### src/rtl/cpu_pkg.sv
// Shared definitions for the control sequencer: opcodes, ALU codes, state and class encodings.
// Latency: n/a (types and constants only).
// Backpressure: n/a (no flow control; the sequencer free-runs one step per clock).
package cpu_pkg;

    localparam int IR_W = 32;
    localparam int OP_W = 5;

    // Opcode field IR[31:27]
    localparam logic [OP_W-1:0] OP_LD   = 5'b00000;
    localparam logic [OP_W-1:0] OP_LDI  = 5'b00001;
    localparam logic [OP_W-1:0] OP_ST   = 5'b00010;
    localparam logic [OP_W-1:0] OP_ADD  = 5'b00011;
    localparam logic [OP_W-1:0] OP_ROL  = 5'b01010;
    localparam logic [OP_W-1:0] OP_ADDI = 5'b01011;
    localparam logic [OP_W-1:0] OP_ORI  = 5'b01101;
    localparam logic [OP_W-1:0] OP_MUL  = 5'b01110;
    localparam logic [OP_W-1:0] OP_DIV  = 5'b01111;
    localparam logic [OP_W-1:0] OP_NEG  = 5'b10000;
    localparam logic [OP_W-1:0] OP_NOT  = 5'b10001;
    localparam logic [OP_W-1:0] OP_BR   = 5'b10010;
    localparam logic [OP_W-1:0] OP_JR   = 5'b10011;
    localparam logic [OP_W-1:0] OP_JAL  = 5'b10100;
    localparam logic [OP_W-1:0] OP_IN   = 5'b10101;
    localparam logic [OP_W-1:0] OP_OUT  = 5'b10110;
    localparam logic [OP_W-1:0] OP_MFHI = 5'b10111;
    localparam logic [OP_W-1:0] OP_MFLO = 5'b11000;
    localparam logic [OP_W-1:0] OP_NOP  = 5'b11001;
    localparam logic [OP_W-1:0] OP_HALT = 5'b11010;

    // ALU operation codes used outside the ALU-op instructions themselves
    localparam logic [OP_W-1:0] ALU_ADD    = 5'b00011;
    localparam logic [OP_W-1:0] ALU_INC_PC = 5'b11111;

    // T7 must stay the last execute step: the sequencer advances T3..T6 by +1.
    typedef enum logic [3:0] {
        S_RST  = 4'd0,
        S_T0   = 4'd1,
        S_T1   = 4'd2,
        S_T2   = 4'd3,
        S_T3   = 4'd4,
        S_T4   = 4'd5,
        S_T5   = 4'd6,
        S_T6   = 4'd7,
        S_T7   = 4'd8,
        S_HALT = 4'd9
    } state_t;

    typedef enum logic [3:0] {
        C_MEM,
        C_ALU_R,
        C_ALU_I,
        C_UNARY,
        C_MULDIV,
        C_BR,
        C_JMP,
        C_IO,
        C_HILO,
        C_NOP,
        C_HALT
    } iclass_t;

    // One full control word for the DataPath
    typedef struct packed {
        logic            run;
        logic [OP_W-1:0] alu_code;
        logic            hi_in;
        logic            lo_in;
        logic            z_in;
        logic            pc_in;
        logic            mdr_in;
        logic            mar_in;
        logic            y_in;
        logic            oport_in;
        logic            ir_in;
        logic            hi_out;
        logic            lo_out;
        logic            zhi_out;
        logic            zlo_out;
        logic            pc_out;
        logic            mdr_out;
        logic            iport_out;
        logic            c_out;
        logic            gra;
        logic            grb;
        logic            grc;
        logic            r_in;
        logic            r_out;
        logic            ba_out;
        logic            con_in;
        logic            mem_read;
        logic            mem_write;
    } ctrl_t;

endpackage

### src/rtl/cu_decoder.sv
// Combinational opcode -> instruction class decoder; CTRL_MULDIV_EN enables the mul/div class.
// Latency: 0 cycles (pure combinational).
// Backpressure: none; output follows the opcode input directly.
module cu_decoder
    import cpu_pkg::*;
(
    input  logic [OP_W-1:0] i_opcode,
    output iclass_t         o_class
);

    // Map each opcode range onto the class that shares its step sequence
    always_comb begin
        o_class = C_NOP;
        case (i_opcode) inside
            [OP_LD:OP_ST]:    o_class = C_MEM;
            [OP_ADD:OP_ROL]:  o_class = C_ALU_R;
            [OP_ADDI:OP_ORI]: o_class = C_ALU_I;
`ifdef CTRL_MULDIV_EN
            OP_MUL, OP_DIV:   o_class = C_MULDIV;
`else
            OP_MUL, OP_DIV:   o_class = C_NOP;
`endif
            OP_NEG, OP_NOT:   o_class = C_UNARY;
            OP_BR:            o_class = C_BR;
            OP_JR, OP_JAL:    o_class = C_JMP;
            OP_IN, OP_OUT:    o_class = C_IO;
            OP_MFHI, OP_MFLO: o_class = C_HILO;
            OP_HALT:          o_class = C_HALT;
            default:          o_class = C_NOP;
        endcase
    end

endmodule

### src/rtl/control_sequencer.sv
// Moore control FSM for the 32-bit DataPath: fetch T0-T2, decode IR[31:27], execute T3-T7 (CTRL_MULDIV_EN adds mul/div).
// Latency: one control step per clock; outputs are decoded from registered state and latched opcode.
// Backpressure: none; the sequencer free-runs and only HALT or reset stops it.
module control_sequencer
    import cpu_pkg::*;
(
    input  logic            clock,
    input  logic            clear,
    input  logic [IR_W-1:0] IR,
    input  logic            ConOut,
    output logic            HiIn,
    output logic            LoIn,
    output logic            ZIn,
    output logic            PCIn,
    output logic            MDRIn,
    output logic            MARIn,
    output logic            YIn,
    output logic            OPortIn,
    output logic            IRIn,
    output logic            HiOut,
    output logic            LoOut,
    output logic            ZHiOut,
    output logic            ZLoOut,
    output logic            PCOut,
    output logic            MDROut,
    output logic            IPortOut,
    output logic            COut,
    output logic            Gra,
    output logic            Grb,
    output logic            Grc,
    output logic            RIn,
    output logic            ROut,
    output logic            BAOut,
    output logic            Conin,
    output logic            memread,
    output logic            memwrite,
    output logic [OP_W-1:0] ALUCode,
    output logic            run
);

    state_t          r_state;
    state_t          w_next;
    logic [OP_W-1:0] r_opcode;
    logic [OP_W-1:0] w_op_src;
    iclass_t         w_class;
    ctrl_t           w_ctrl;
    logic            w_last;
    logic            w_unused_ir;

    // Only the opcode field matters to sequencing; operand fields go to the DataPath directly
    assign w_unused_ir = ^IR[IR_W-OP_W-1:0];

    // During T2 the branch out of fetch depends on the opcode being loaded now;
    // from T3 on, the latched copy is the stable reference.
    assign w_op_src = (r_state == S_T2) ? IR[IR_W-1 -: OP_W] : r_opcode;

    cu_decoder u_decoder (
        .i_opcode (w_op_src),
        .o_class  (w_class)
    );

    // State register and opcode latch; clear low forces RST from any state
    always_ff @(posedge clock) begin
        if (!clear) begin
            r_state  <= S_RST;
            r_opcode <= '0;
        end else begin
            r_state <= w_next;
            if (r_state == S_T2) begin
                r_opcode <= IR[IR_W-1 -: OP_W];
            end
        end
    end

    // Next-state and control-word decode for every step
    always_comb begin
        w_next       = r_state;
        w_last       = 1'b0;
        w_ctrl       = '0;
        w_ctrl.run   = 1'b1;
        case (r_state)
            S_RST: begin
                w_next = S_T0;
            end
            S_T0: begin
                w_ctrl.pc_out   = 1'b1;
                w_ctrl.mar_in   = 1'b1;
                w_ctrl.z_in     = 1'b1;
                w_ctrl.alu_code = ALU_INC_PC;
                w_next          = S_T1;
            end
            S_T1: begin
                w_ctrl.zlo_out  = 1'b1;
                w_ctrl.pc_in    = 1'b1;
                w_ctrl.mem_read = 1'b1;
                w_ctrl.mdr_in   = 1'b1;
                w_next          = S_T2;
            end
            S_T2: begin
                w_ctrl.mdr_out = 1'b1;
                w_ctrl.ir_in   = 1'b1;
                case (w_class)
                    C_NOP:   w_next = S_T0;
                    C_HALT:  w_next = S_HALT;
                    default: w_next = S_T3;
                endcase
            end
            S_HALT: begin
                w_ctrl.run = 1'b0;
                w_next     = S_HALT;
            end
            default: begin
                // Execute steps T3..T7; any class/step pair not listed ends the instruction
                case (w_class)
                    C_MEM: begin
                        case (r_state)
                            S_T3: begin
                                w_ctrl.grb    = 1'b1;
                                w_ctrl.ba_out = 1'b1;
                                w_ctrl.y_in   = 1'b1;
                            end
                            S_T4: begin
                                w_ctrl.c_out    = 1'b1;
                                w_ctrl.alu_code = ALU_ADD;
                                w_ctrl.z_in     = 1'b1;
                            end
                            S_T5: begin
                                w_ctrl.zlo_out = 1'b1;
                                if (r_opcode == OP_LDI) begin
                                    w_ctrl.gra  = 1'b1;
                                    w_ctrl.r_in = 1'b1;
                                    w_last      = 1'b1;
                                end else begin
                                    w_ctrl.mar_in = 1'b1;
                                end
                            end
                            S_T6: begin
                                w_ctrl.mdr_in = 1'b1;
                                if (r_opcode == OP_ST) begin
                                    w_ctrl.gra   = 1'b1;
                                    w_ctrl.r_out = 1'b1;
                                end else begin
                                    w_ctrl.mem_read = 1'b1;
                                end
                            end
                            S_T7: begin
                                if (r_opcode == OP_ST) begin
                                    w_ctrl.mem_write = 1'b1;
                                end else begin
                                    w_ctrl.mdr_out = 1'b1;
                                    w_ctrl.gra     = 1'b1;
                                    w_ctrl.r_in    = 1'b1;
                                end
                                w_last = 1'b1;
                            end
                            default: w_last = 1'b1;
                        endcase
                    end
                    C_ALU_R, C_ALU_I: begin
                        case (r_state)
                            S_T3: begin
                                w_ctrl.grb   = 1'b1;
                                w_ctrl.r_out = 1'b1;
                                w_ctrl.y_in  = 1'b1;
                            end
                            S_T4: begin
                                if (w_class == C_ALU_I) begin
                                    w_ctrl.c_out = 1'b1;
                                end else begin
                                    w_ctrl.grc   = 1'b1;
                                    w_ctrl.r_out = 1'b1;
                                end
                                w_ctrl.alu_code = r_opcode;
                                w_ctrl.z_in     = 1'b1;
                            end
                            S_T5: begin
                                w_ctrl.zlo_out = 1'b1;
                                w_ctrl.gra     = 1'b1;
                                w_ctrl.r_in    = 1'b1;
                                w_last         = 1'b1;
                            end
                            default: w_last = 1'b1;
                        endcase
                    end
                    C_UNARY: begin
                        case (r_state)
                            S_T3: begin
                                w_ctrl.grb      = 1'b1;
                                w_ctrl.r_out    = 1'b1;
                                w_ctrl.alu_code = r_opcode;
                                w_ctrl.z_in     = 1'b1;
                            end
                            S_T4: begin
                                w_ctrl.zlo_out = 1'b1;
                                w_ctrl.gra     = 1'b1;
                                w_ctrl.r_in    = 1'b1;
                                w_last         = 1'b1;
                            end
                            default: w_last = 1'b1;
                        endcase
                    end
                    C_MULDIV: begin
                        case (r_state)
                            S_T3: begin
                                w_ctrl.gra   = 1'b1;
                                w_ctrl.r_out = 1'b1;
                                w_ctrl.y_in  = 1'b1;
                            end
                            S_T4: begin
                                w_ctrl.grb      = 1'b1;
                                w_ctrl.r_out    = 1'b1;
                                w_ctrl.alu_code = r_opcode;
                                w_ctrl.z_in     = 1'b1;
                            end
                            S_T5: begin
                                w_ctrl.zlo_out = 1'b1;
                                w_ctrl.lo_in   = 1'b1;
                            end
                            S_T6: begin
                                w_ctrl.zhi_out = 1'b1;
                                w_ctrl.hi_in   = 1'b1;
                                w_last         = 1'b1;
                            end
                            default: w_last = 1'b1;
                        endcase
                    end
                    C_BR: begin
                        case (r_state)
                            S_T3: begin
                                w_ctrl.gra    = 1'b1;
                                w_ctrl.r_out  = 1'b1;
                                w_ctrl.con_in = 1'b1;
                            end
                            S_T4: begin
                                w_ctrl.pc_out = 1'b1;
                                w_ctrl.y_in   = 1'b1;
                            end
                            S_T5: begin
                                w_ctrl.c_out    = 1'b1;
                                w_ctrl.alu_code = ALU_ADD;
                                w_ctrl.z_in     = 1'b1;
                            end
                            S_T6: begin
                                w_ctrl.zlo_out = 1'b1;
                                w_ctrl.pc_in   = ConOut;
                                w_last         = 1'b1;
                            end
                            default: w_last = 1'b1;
                        endcase
                    end
                    C_JMP: begin
                        case (r_state)
                            S_T3: begin
                                if (r_opcode == OP_JR) begin
                                    w_ctrl.gra   = 1'b1;
                                    w_ctrl.r_out = 1'b1;
                                    w_ctrl.pc_in = 1'b1;
                                    w_last       = 1'b1;
                                end else begin
                                    w_ctrl.pc_out = 1'b1;
                                    w_ctrl.grb    = 1'b1;
                                    w_ctrl.r_in   = 1'b1;
                                end
                            end
                            S_T4: begin
                                w_ctrl.gra   = 1'b1;
                                w_ctrl.r_out = 1'b1;
                                w_ctrl.pc_in = 1'b1;
                                w_last       = 1'b1;
                            end
                            default: w_last = 1'b1;
                        endcase
                    end
                    C_IO: begin
                        w_ctrl.gra = 1'b1;
                        if (r_opcode == OP_IN) begin
                            w_ctrl.iport_out = 1'b1;
                            w_ctrl.r_in      = 1'b1;
                        end else begin
                            w_ctrl.r_out    = 1'b1;
                            w_ctrl.oport_in = 1'b1;
                        end
                        w_last = 1'b1;
                    end
                    C_HILO: begin
                        w_ctrl.gra  = 1'b1;
                        w_ctrl.r_in = 1'b1;
                        if (r_opcode == OP_MFHI) begin
                            w_ctrl.hi_out = 1'b1;
                        end else begin
                            w_ctrl.lo_out = 1'b1;
                        end
                        w_last = 1'b1;
                    end
                    default: w_last = 1'b1;
                endcase
                // T7 always sets w_last, so the +1 never walks past the execute steps
                w_next = w_last ? S_T0 : state_t'(r_state + 4'd1);
            end
        endcase
    end

    assign HiIn     = w_ctrl.hi_in;
    assign LoIn     = w_ctrl.lo_in;
    assign ZIn      = w_ctrl.z_in;
    assign PCIn     = w_ctrl.pc_in;
    assign MDRIn    = w_ctrl.mdr_in;
    assign MARIn    = w_ctrl.mar_in;
    assign YIn      = w_ctrl.y_in;
    assign OPortIn  = w_ctrl.oport_in;
    assign IRIn     = w_ctrl.ir_in;
    assign HiOut    = w_ctrl.hi_out;
    assign LoOut    = w_ctrl.lo_out;
    assign ZHiOut   = w_ctrl.zhi_out;
    assign ZLoOut   = w_ctrl.zlo_out;
    assign PCOut    = w_ctrl.pc_out;
    assign MDROut   = w_ctrl.mdr_out;
    assign IPortOut = w_ctrl.iport_out;
    assign COut     = w_ctrl.c_out;
    assign Gra      = w_ctrl.gra;
    assign Grb      = w_ctrl.grb;
    assign Grc      = w_ctrl.grc;
    assign RIn      = w_ctrl.r_in;
    assign ROut     = w_ctrl.r_out;
    assign BAOut    = w_ctrl.ba_out;
    assign Conin    = w_ctrl.con_in;
    assign memread  = w_ctrl.mem_read;
    assign memwrite = w_ctrl.mem_write;
    assign ALUCode  = w_ctrl.alu_code;
    assign run      = w_ctrl.run;

endmodule

### config.mk
export PLATFORM = sky130hd
export DESIGN_NAME = control_sequencer
export DESIGN_NICKNAME = d
export VERILOG_FILES = /design/src/rtl/cpu_pkg.sv /design/src/rtl/cu_decoder.sv /design/src/rtl/control_sequencer.sv
export SDC_FILE = /design/constraint.sdc
export NUM_CORES = 1
export LEC_CHECK = 0
export CORE_MARGIN = 3
export CORE_UTILIZATION = 50
export DETAILED_ROUTE_END_ITERATION = 6
export DONT_BUFFER_PORTS = 1
export SETUP_SLACK_MARGIN = 0.02
export SLEW_MARGIN = 15
export SYNTH_ARGS = -nofsm -noshare
export SYNTH_HDL_FRONTEND = slang
export SYNTH_HIERARCHICAL = 1
export SYNTH_SLANG_ARGS = --single-unit
### constraint.sdc
create_clock -name clock -period 5.61 [get_ports clock]
set_clock_uncertainty 0.2 [all_clocks]
set_input_delay 1.122 -clock clock [delete_from_list [all_inputs] [get_ports clock]]
set_output_delay 1.122 -clock clock [all_outputs]
set_load 0.01 [all_outputs]
# [Word level (Yosys, flattened, before mapping)]
# Cells that the tools add are included.
[op_classes] n_lt_le_gt_ge=6 eq_ne=36 n_mux=92 reduce_logical=24 addsub=1
[op_table] cell="equality test 5 bit, second input constant" n=13
[op_table] cell="two-way mux 1 bit" n=41
[op_table] cell="two-way mux 4 bit" n=10
[op_table] cell="equality test 4 x 3 -> 1 bit, second input constant" n=8
[op_table] cell="case mux 1 bit (2 select lines)" n=13
[op_table] cell="equality test 4 bit, second input constant" n=5
[op_table] cell="case mux 4 bit (5 select lines)" n=1
[op_table] cell="case mux 5 bit (4 select lines)" n=1
[op_table] cell="OR reduction 2 bit" n=10
[op_table] cell="OR reduction 4 bit" n=5
[op_table] cell="two-way mux 2 bit" n=9
[op_table] cell="case mux 1 bit (6 select lines)" n=3
[op_table] cell="equality test 4 x 2 -> 1 bit, second input constant" n=4
[op_table] cell="two-way mux 5 bit" n=3
[op_table] cell="case mux 1 bit (3 select lines)" n=5
[op_table] cell="equality test 5 x 4 -> 1 bit, second input constant" n=2
[op_table] cell="<= comparator 5 x 4 -> 1 bit, second input constant" n=2
[op_table] cell="case mux 5 bit (2 select lines)" n=1
[op_table] cell="two-way mux 9 bit" n=1
[op_table] cell="OR reduction 3 bit" n=3
[op_table] cell="equality test 4 x 1 -> 1 bit, second input constant" n=2
[op_table] cell="zero test 4 bit" n=2
[op_table] cell="case mux 4 bit (2 select lines)" n=1
[op_table] cell="equality test 5 x 1 -> 1 bit, second input constant" n=1
[op_table] cell="other kinds (11)" n=13
[word_totals] reg_bits=9 inputBits=35 word_cells=161 out_inout_bits=32

# [Depth between registers and ports, before layout]
# Gate-level depths: netlist of the first run.
[depth] ltp_word=19 ltp_mapped=16 mapped_depth_nobuf=13

# [Cells and area by module]
# The synthesis of the first run kept the hierarchy.
[modules_own_cells] module="control_sequencer" area_per_inst_um2=1375.1 cells_per_inst=198 seq_area_each_um2=180.2 n_inst=1
[modules_own_cells] module="cu_decoder" area_per_inst_um2=191.4 cells_per_inst=29 seq_area_each_um2=0.0 n_inst=1

# [Worst setup path before layout of the first run]
# Ideal clock, no wire load.
[synth_timing] path_type="flip-flop to output port" startpoint="register r_state[0]" endpoint="output Gra" n_path_buf=2 arrival_ns=3.213 slack_ns=1.075 t_required_ns=4.288 path_stages_with_launch=14 cell_sequence="dfxtp_1 > ha_1 > buf_2 > nand2_1 > inv_2 > o21ai_0 > nand2b_1 > o32ai_1 > a222oi_1 > or4_1 > clkbuf_1 > nor3_1 > a211oi_1 > a211oi_2"
[synth_via] elab_chain_cells=17 elab_cells_between_ends=67 classes_between="6 x order compare; 29 x eq/ne; 18 x mux; 14 x reduce/logical"
[synth_rtl] element="start: declaration" line="control_sequencer.sv:41" source="state_t r_state;"
[synth_rtl] element="start signal: assignment" line="control_sequencer.sv:68" source="r_state <= w_next;"
[synth_rtl] element="equality test 4 x 2 -> 1 bit *" line="control_sequencer.sv:55" source="assign w_op_src = (r_state == S_T2) ? IR[IR_W-1 -: OP_W] : r_opcode;"
[synth_rtl] element="two-way mux 5 bit *"
[synth_rtl] element="named net w_op_src[4]" line="control_sequencer.sv:44" source="logic [OP_W-1:0] w_op_src;"
[synth_rtl] element="equality test 5 bit (no source line)"
[synth_rtl] element="two-way mux 2 bit / OR reduction 2 bit (equally long branches)" line="cu_decoder.sv:14" source="case (i_opcode) inside"
[synth_rtl] element="two-way mux 4 bit (8 in series)" line="cu_decoder.sv:14"
[synth_rtl] element="two-way mux 4 bit *" line="cu_decoder.sv:14"
[synth_rtl] element="named net w_class[0]" line="control_sequencer.sv:45" source="iclass_t w_class;"
[synth_rtl] element="equality test 4 bit, or another cell as far along" line="control_sequencer.sv:114" source="case (w_class)"
[synth_rtl] element="OR reduction 2 bit (on tied branches)"
[synth_rtl] element="case mux 1 bit (6 select lines) *" line="control_sequencer.sv:114"
[synth_rtl] element="two-way mux 9 bit *" line="control_sequencer.sv:81" source="case (r_state)"
[synth_rtl] element="end: declaration" line="control_sequencer.sv:28" source="output logic Gra,"
# Mark *: on every way through the listed nets, which the timed path passes. The rest lies on a longest branch.

# [Worst setup path after layout of the first run]
[layout_timing] startpoint="register r_state[1]" endpoint="output Gra"
# Same word-level chain as after synthesis.

==> flow_summary.yaml, run 1 <==
status:
  status: "complete, no violations"
timing:
  fmax_mhz: 191
  finalSetupViolCount: 0
  maxSlewViolCount: 0
  rsz0062_at_grt: "no"
  timing.slew.headroom_pct: 53.7
  fin_setup_tns_ns: 0
  finalCritPeriodShare_pct: 93.1
  tightest_slew_ns: 0.683
  hold_viol: 0
  layout_min_cycle_time_ns: 5.22
power_and_ir_drop:
  switching_share_pct: 57.1
  internal_power_mw: 0.274
  fin_total_pwr_mw: 0.639
  share_comb_of_total_power_pct: 77.9
  peakVddDrop_v: 0.000307
  powerDensity_nw_per_um2: 393
  p_leak_nw: 0.615
  clock_power_share_pct: 7.7
  switchingPower_mw: 0.365
  pwr-share-seq_pct: 14.4
clocking:
  hold_buffers: 0
  cts_buffers: 3
  clkTransAtPathRegs_ns: 0.06
  clock_latency_ns: 0.26
  cts_tree: "done"
  clkSinkCount: 9
  cts_resized: 0
  clockBufferDepth: 2
  htree_levels: 1
  post_cts_buffers: 0
  cts-root-buf: "clkbuf_4"
synthesis:
  synth.distinct_cells: 67
  synthTopCellsByArea: "dfxtp_1, nand2_1, nor2_1"
  synth-edff-count: 0
  yosys_most_used_dff: "dfxtp_1"
  synth_fp_nets: 266
  synth-seq-area-share_pct: 11.5
  synth_top_cell_area_share_pct: 11.5
  yosysMostFrequentCell: "nand2_1"
  synth_area_per_cell_um2: 6.90
  synthCells: 227
  ys_seq_elements: 9
  yosysTopAreaCell: "dfxtp_1"
  syn-cell-area_um2: 1570
  synthArstFlopShare_pct: 0
  ys_top_cells_by_count: "nand2_1, nor2_1, nand3_1, clkbuf_1"
  synth_warnings: 6
floorplanning:
  start_util_pct: 54.5
  dieWidth_um: 62.0
  die_height_um: 62.0
  rows: 19
  core_region_area_um2: 2880
  die-area_um2: 3840
  ios: 67
detailed_routing:
  dr.pass1.iters: 4
  ant_nets: 0
  wl_met2_um: 2140
  drtIter0Drc: 136
  wirelength_met1_um: 1960
  drt-total-wl_um: 4380
  dr_total_vias: 1651
  routedWlPerCell_um: 16.7
  drc: 0
  top_layer_used: "met3"
  vias_per_cell: 6.28
  wl_met3_um: 282
setup_path:
  r2r_cells: 14
  end_kind: "primary output"
  crit_path_start_kind: "register"
  cp.arrival_ns: 3.90
  crit_path_max_fanout: 8
  worstSetupPathType: "reg -> out"
  critPathRequiredTime_ns: 4.29
place:
  dp_hpwl_um: 3380
  portBuffers: 0
  gp_congestion: 0.889
cells_and_area:
  drive_above_1_share_pct: 12.7
  area_growth_pct: 3.67
  antenna_cells: 0
  nets: 261
grt:
  overflow: 0
  grt_pass1_wl_um: 6830
  grt_pass1_vias: 1416
  grt_usage_pct: 23.2
  grt_max_degree: 20
  antenna_found_initial: 0
worst_hold_path:
  hp-class: "reg -> reg"
  min_path_cells: 2
flow_run:
  maxCapViolations: 0
==> metal layers <==
layer | vias up | track usage (%)
met4 | 0 | 3.03
met3 | 0 | 5.58
met2 | 51 | 38.8
met5 | - | 0
met1 | 775 | 31.1
li1 | 825 | -
==> power by group through the flow <==
stage | logic [mW] | registers (mW) | clock network (mW)
global placement | 0.483 | 0.0922 | 0
global route | 0.544 | 0.0935 | 0.0538
CTS | 0.492 | 0.0917 | 0.0509
floorplan | 0.410 | 0.0902 | 0
finish | 0.498 | 0.0917 | 0.0493
detailed placement | 0.490 | 0.0932 | 0
==> metrics by stage <==
step	hold slack, ns	util (%)	cell area [µm²]	worst slack [ns]	instances
finish	0.438	56.5	1620	0.385	263
global route	0.467	56.5	1620	0.0435	263
CTS	0.440	56.0	1610	0.169	263
detailed placement	0.420	55.1	1580	0.445	259
global placement	0.401	55.1	1580	0.563	259
floorplan	0.374	-	1570	1.08	227
==> placed cells by master (no fill, tap or decap), types with 3 or more instances in the layout <==
cell	instances
o21a_1	4
o21ai_1	5
inv_1	8
nor2b_1	7
a22o_1	3
nor3_1	8
nor4_1	3
buf_4	10
nand2b_1	6
a21oi_1	6
dfxtp_1	9
ha_1	4
nand2_1	31
o21ai_0	5
or3_1	3
clkbuf_4	3
or4_1	4
a21o_1	4
and3b_1	3
nand3_1	11
nor2_1	18
and2_1	5
==> worst max-delay path: stages (launching register included) <==
cell	delay [ns]
dfxtp_1	0.37
ha_1	0.39
nand2_1	0.25
inv_2	0.22
nand2_1	0.07
o21ai_1	0.27
nand2b_1	0.20
o32ai_1	0.27
a222oi_1	0.17
or4_1	0.70
nor3_1	0.30
a211oi_1	0.11
a211oi_2	0.33
==> path summary, 6_finish.rpt <==
kind              startpoint          to  slack (ns)
hold / removal    r_state[0]  r_state[0]        0.44
hold reg to reg   r_state[0]  r_state[0]        0.44
setup reg to reg  r_state[1]  r_state[0]        1.52
setup / recovery  r_state[1]         Gra        0.39
==> state kept, by name, indices dropped and copies added, names as in the netlist <==
name,flops
r_state,4
r_opcode,5
==> cell type report <==
type                       instances  area [µm²]
tap                               42        52.6
clock inverter                     1        5.00
sequential                         9         180
clock buffer                       3        22.5
inverter                           9        33.8
fill                             295        1250
multi-input combinational        189        1250
timing repair buffer              10        75.1
==> cell families (layout without fill, tap and decap cells) <==
kind of cell	Yosys count	after routing	share of synthesized area, %
buffers and inverters	29	23	9.50
muxes	2	2	1.28
xor gates and xnor gates	4	4	2.24
adders and majority gates	5	5	3.83
DFF	9	9	11.5
AOI/OAI and AO/OA	60	60	29.7
and+or+nand+nor	118	118	41.9
(Power assumes the default switching activity.)
==> run 2, diff against run 1 <==
Settings changed: ABC_AREA set to 1.
==> run 2 against run 1 <==
Effect of this change:
- cell count up 9.5%
- design area down 9.9%
- synthesized cell count up 13%
- combinational power up 24%
- global-route usage up 0.23 points
- die area down 8.7%
- critical endpoint is now COut
- highest routed layer is now met4
==> flow_summary.yaml, run 2 <==
clocking:
  cts_tree: "done"
  post_cts_buffers: 0
  cts-root-buf: "clkbuf_4"
  hold_buffers: 0
  htree_levels: 1
  clkTransAtPathRegs_ns: 0.05
  cts_resized: 0
  cts_buffers: 3
  clockBufferDepth: 2
  clock_latency_ns: 0.25
  clkSinkCount: 9
synthesis:
  synth_compound_area_share_pct: 14.3
  yosys.area_share.adder_pct: 3.53
  synth_top_family_by_area: "simple AND/OR/NAND/NOR gates"
  yosys.area_share.simple_pct: 55.7
  synth.area.mux_share_pct: 0
  ys_seq_elements: 9
  synth-seq-area-share_pct: 12.7
  ys_top_cells_by_count: "nand2_1, nor2_1, inv_1, nand3_1, o21ai_0"
  yosysTopAreaCell: "nand2_1"
  synthArstFlopShare_pct: 0
  synthTopCellsByArea: "nand2_1, dfxtp_1, nor2_1"
  yosysMostFrequentCell: "nand2_1"
  synth_fp_nets: 296
  synth_top_cell_area_share_pct: 17.2
  synth.distinct_cells: 41
  synthCells: 257
  syn-cell-area_um2: 1420
  synth_warnings: 6
  synth_xor_area_share_pct: 1.24
  yosys_most_used_dff: "dfxtp_1"
  synth_area_per_cell_um2: 5.51
  synth-edff-count: 0
setup_path:
  worst_path_max_delay_cell: "dfxtp_1"
  cpPeakStageDelay_ns: 0.34
  critPathRequiredTime_ns: 4.29
  worstPathCellList: "ha_1, nand2_2, inv_1, or2_2, o21ai_1, inv_1, inv_2, nand2_1, nand3_2, nand4_1, nor2_1, inv_1, nand2_2, inv_1, nand2_1, inv_1, a22oi_1, o41ai_1"
  cp.arrival_ns: 3.72
  end_kind: "primary output"
  crit_top_cell: "inv_1"
  crit_path_max_fanout: 14
  crit_buf_inv: 6
  worstSetupPathType: "reg -> out"
  critPathTopFamily: "simple AND/OR/NAND/NOR gates"
  crit_path_start_kind: "register"
grt:
  grt_pass1_wl_um: 6380
  grt_pass1_vias: 1358
  grt_usage_pct: 23.5
  overflow: 0
  antenna_found_initial: 0
  grt_max_degree: 15
detailed_routing:
  drt-total-wl_um: 3940
  dr.pass1.iters: 4
  drtIter0Drc: 85
  vias_per_cell: 5.61
  routedWlPerCell_um: 13.7
  ant_nets: 0
  drc: 0
  dr_total_vias: 1615
power_and_ir_drop:
  peakVddDrop_v: 0.000283
  fin_total_pwr_mw: 0.764
  p_leak_nw: 0.799
  powerDensity_nw_per_um2: 522
flow_run:
  maxCapViolations: 0
timing:
  finalCritPeriodShare_pct: 89.9
  layout_setup_ws_ns: 0.566
  hold_viol: 0
  maxSlewViolCount: 0
  fin_setup_tns_ns: 0
  tightest_slew_ns: 0.665
  timing.slew.headroom_pct: 55.1
  finalSetupViolCount: 0
  rsz0062_at_grt: "no"
  layout_min_cycle_time_ns: 5.04
  fmax_mhz: 198
floorplanning:
  core_region_area_um2: 2590
  ios: 67
  die_height_um: 59.2
  start_util_pct: 54.7
  die-area_um2: 3510
  rows: 18
  dieWidth_um: 59.2
cells_and_area:
  finish.utilization_pct: 56.5
  final_cell_mix: "nand2_1, nor2_1, inv_1, nand3_1, o21ai_0"
  antenna_cells: 0
  final_common_cell: "nand2_1"
  drive_above_1_share_pct: 12.4
  area_growth_pct: 3.36
  nets: 298
  fin_area_um2: 1460
  top_regs: "r_opcode: 5 flops, r_state: 4 flops"
  regMostFlops: "r_opcode"
  largest_reg_flops: 5
place:
  dp_hpwl_um: 3280
  gp_congestion: 0.885
  place_area_um2: 1440
  pre_cts_ws_ns: 0.854
  portBuffers: 0
status:
  status: "complete, no violations"
worst_hold_path:
  hp-class: "reg -> reg"
[run 2: cell count changes after synthesis, moves of 5 or more]
cell | previous run | this run
clkbuf_1 | 10 | 1
nand2b_1 | 6 | 0
nor3_1 | 9 | 1
inv_1 | 8 | 32
and2_1 | 5 | 0
nor2b_1 | 7 | 0
nand2_2 | 0 | 6
o21ai_0 | 6 | 12
nand2_1 | 31 | 65
nor2_1 | 18 | 46
nand3_1 | 11 | 23
inv_2 | 1 | 7
[run 2: kinds of logic after synthesis]
family	after synthesis
simple gates	164
buf+inv	45
flops	9
xor+xnor	2
fa+ha+maj	4
compound gates	33
[run 2: tightest hold or removal path: cells and delay by family (launching register included)]
family	cells	cell delay (ns)
buf+inv	1	0.04
flops	1	0.34
simple gates	2	0.14
[run 2: path summary, 6_finish.rpt]
kind,cells after the start,from,slack (ns),endpoint
hold reg to reg,3,r_state[0],0.35,r_state[0]
hold / removal,3,r_state[0],0.35,r_state[0]
setup / recovery,18,r_state[0],0.57,COut
setup reg to reg,20,r_state[0],2.15,r_state[0]
[run 2: layout make-up]
type	count	area [µm²]
tap	30	37.5
inverter	42	161
multi-input combinational	203	1060
clock buffer	4	26.3
sequential	9	180
fill	289	1130
[run 2: stage by stage]
step / hold WS [ns] / cells
6_report: 0.349 / 288
5_1_grt: 0.402 / 288
2_1_floorplan: 0.309 / 257
3_3_place_gp: 0.338 / 284
3_5_place_dp: 0.342 / 284
4_1_cts: 0.358 / 288
[run 2: per-layer routing]
| layer | global-route usage (%) | up-vias | routed length (µm) |
|---|---|---|---|
| li1 | - | 836 | - |
| met1 | 34.2 | 723 | 1850 |
| met2 | 36.0 | 52 | 1800 |
| met3 | 2.61 | 4 | 255 |
| met4 | 6.80 | 0 | 37 |
| met5 | 0 | - | 0 |
[run 2: where the power goes]
| group | internal [mW] | leakage (nW) | switching (mW) | total [mW] |
|---|---|---|---|---|
| clock | 0.0273 | 0.0150 | 0.0201 | 0.0474 |
| combinational | 0.168 | 0.711 | 0.450 | 0.617 |
| sequential | 0.0801 | 0.0735 | 0.0186 | 0.0987 |
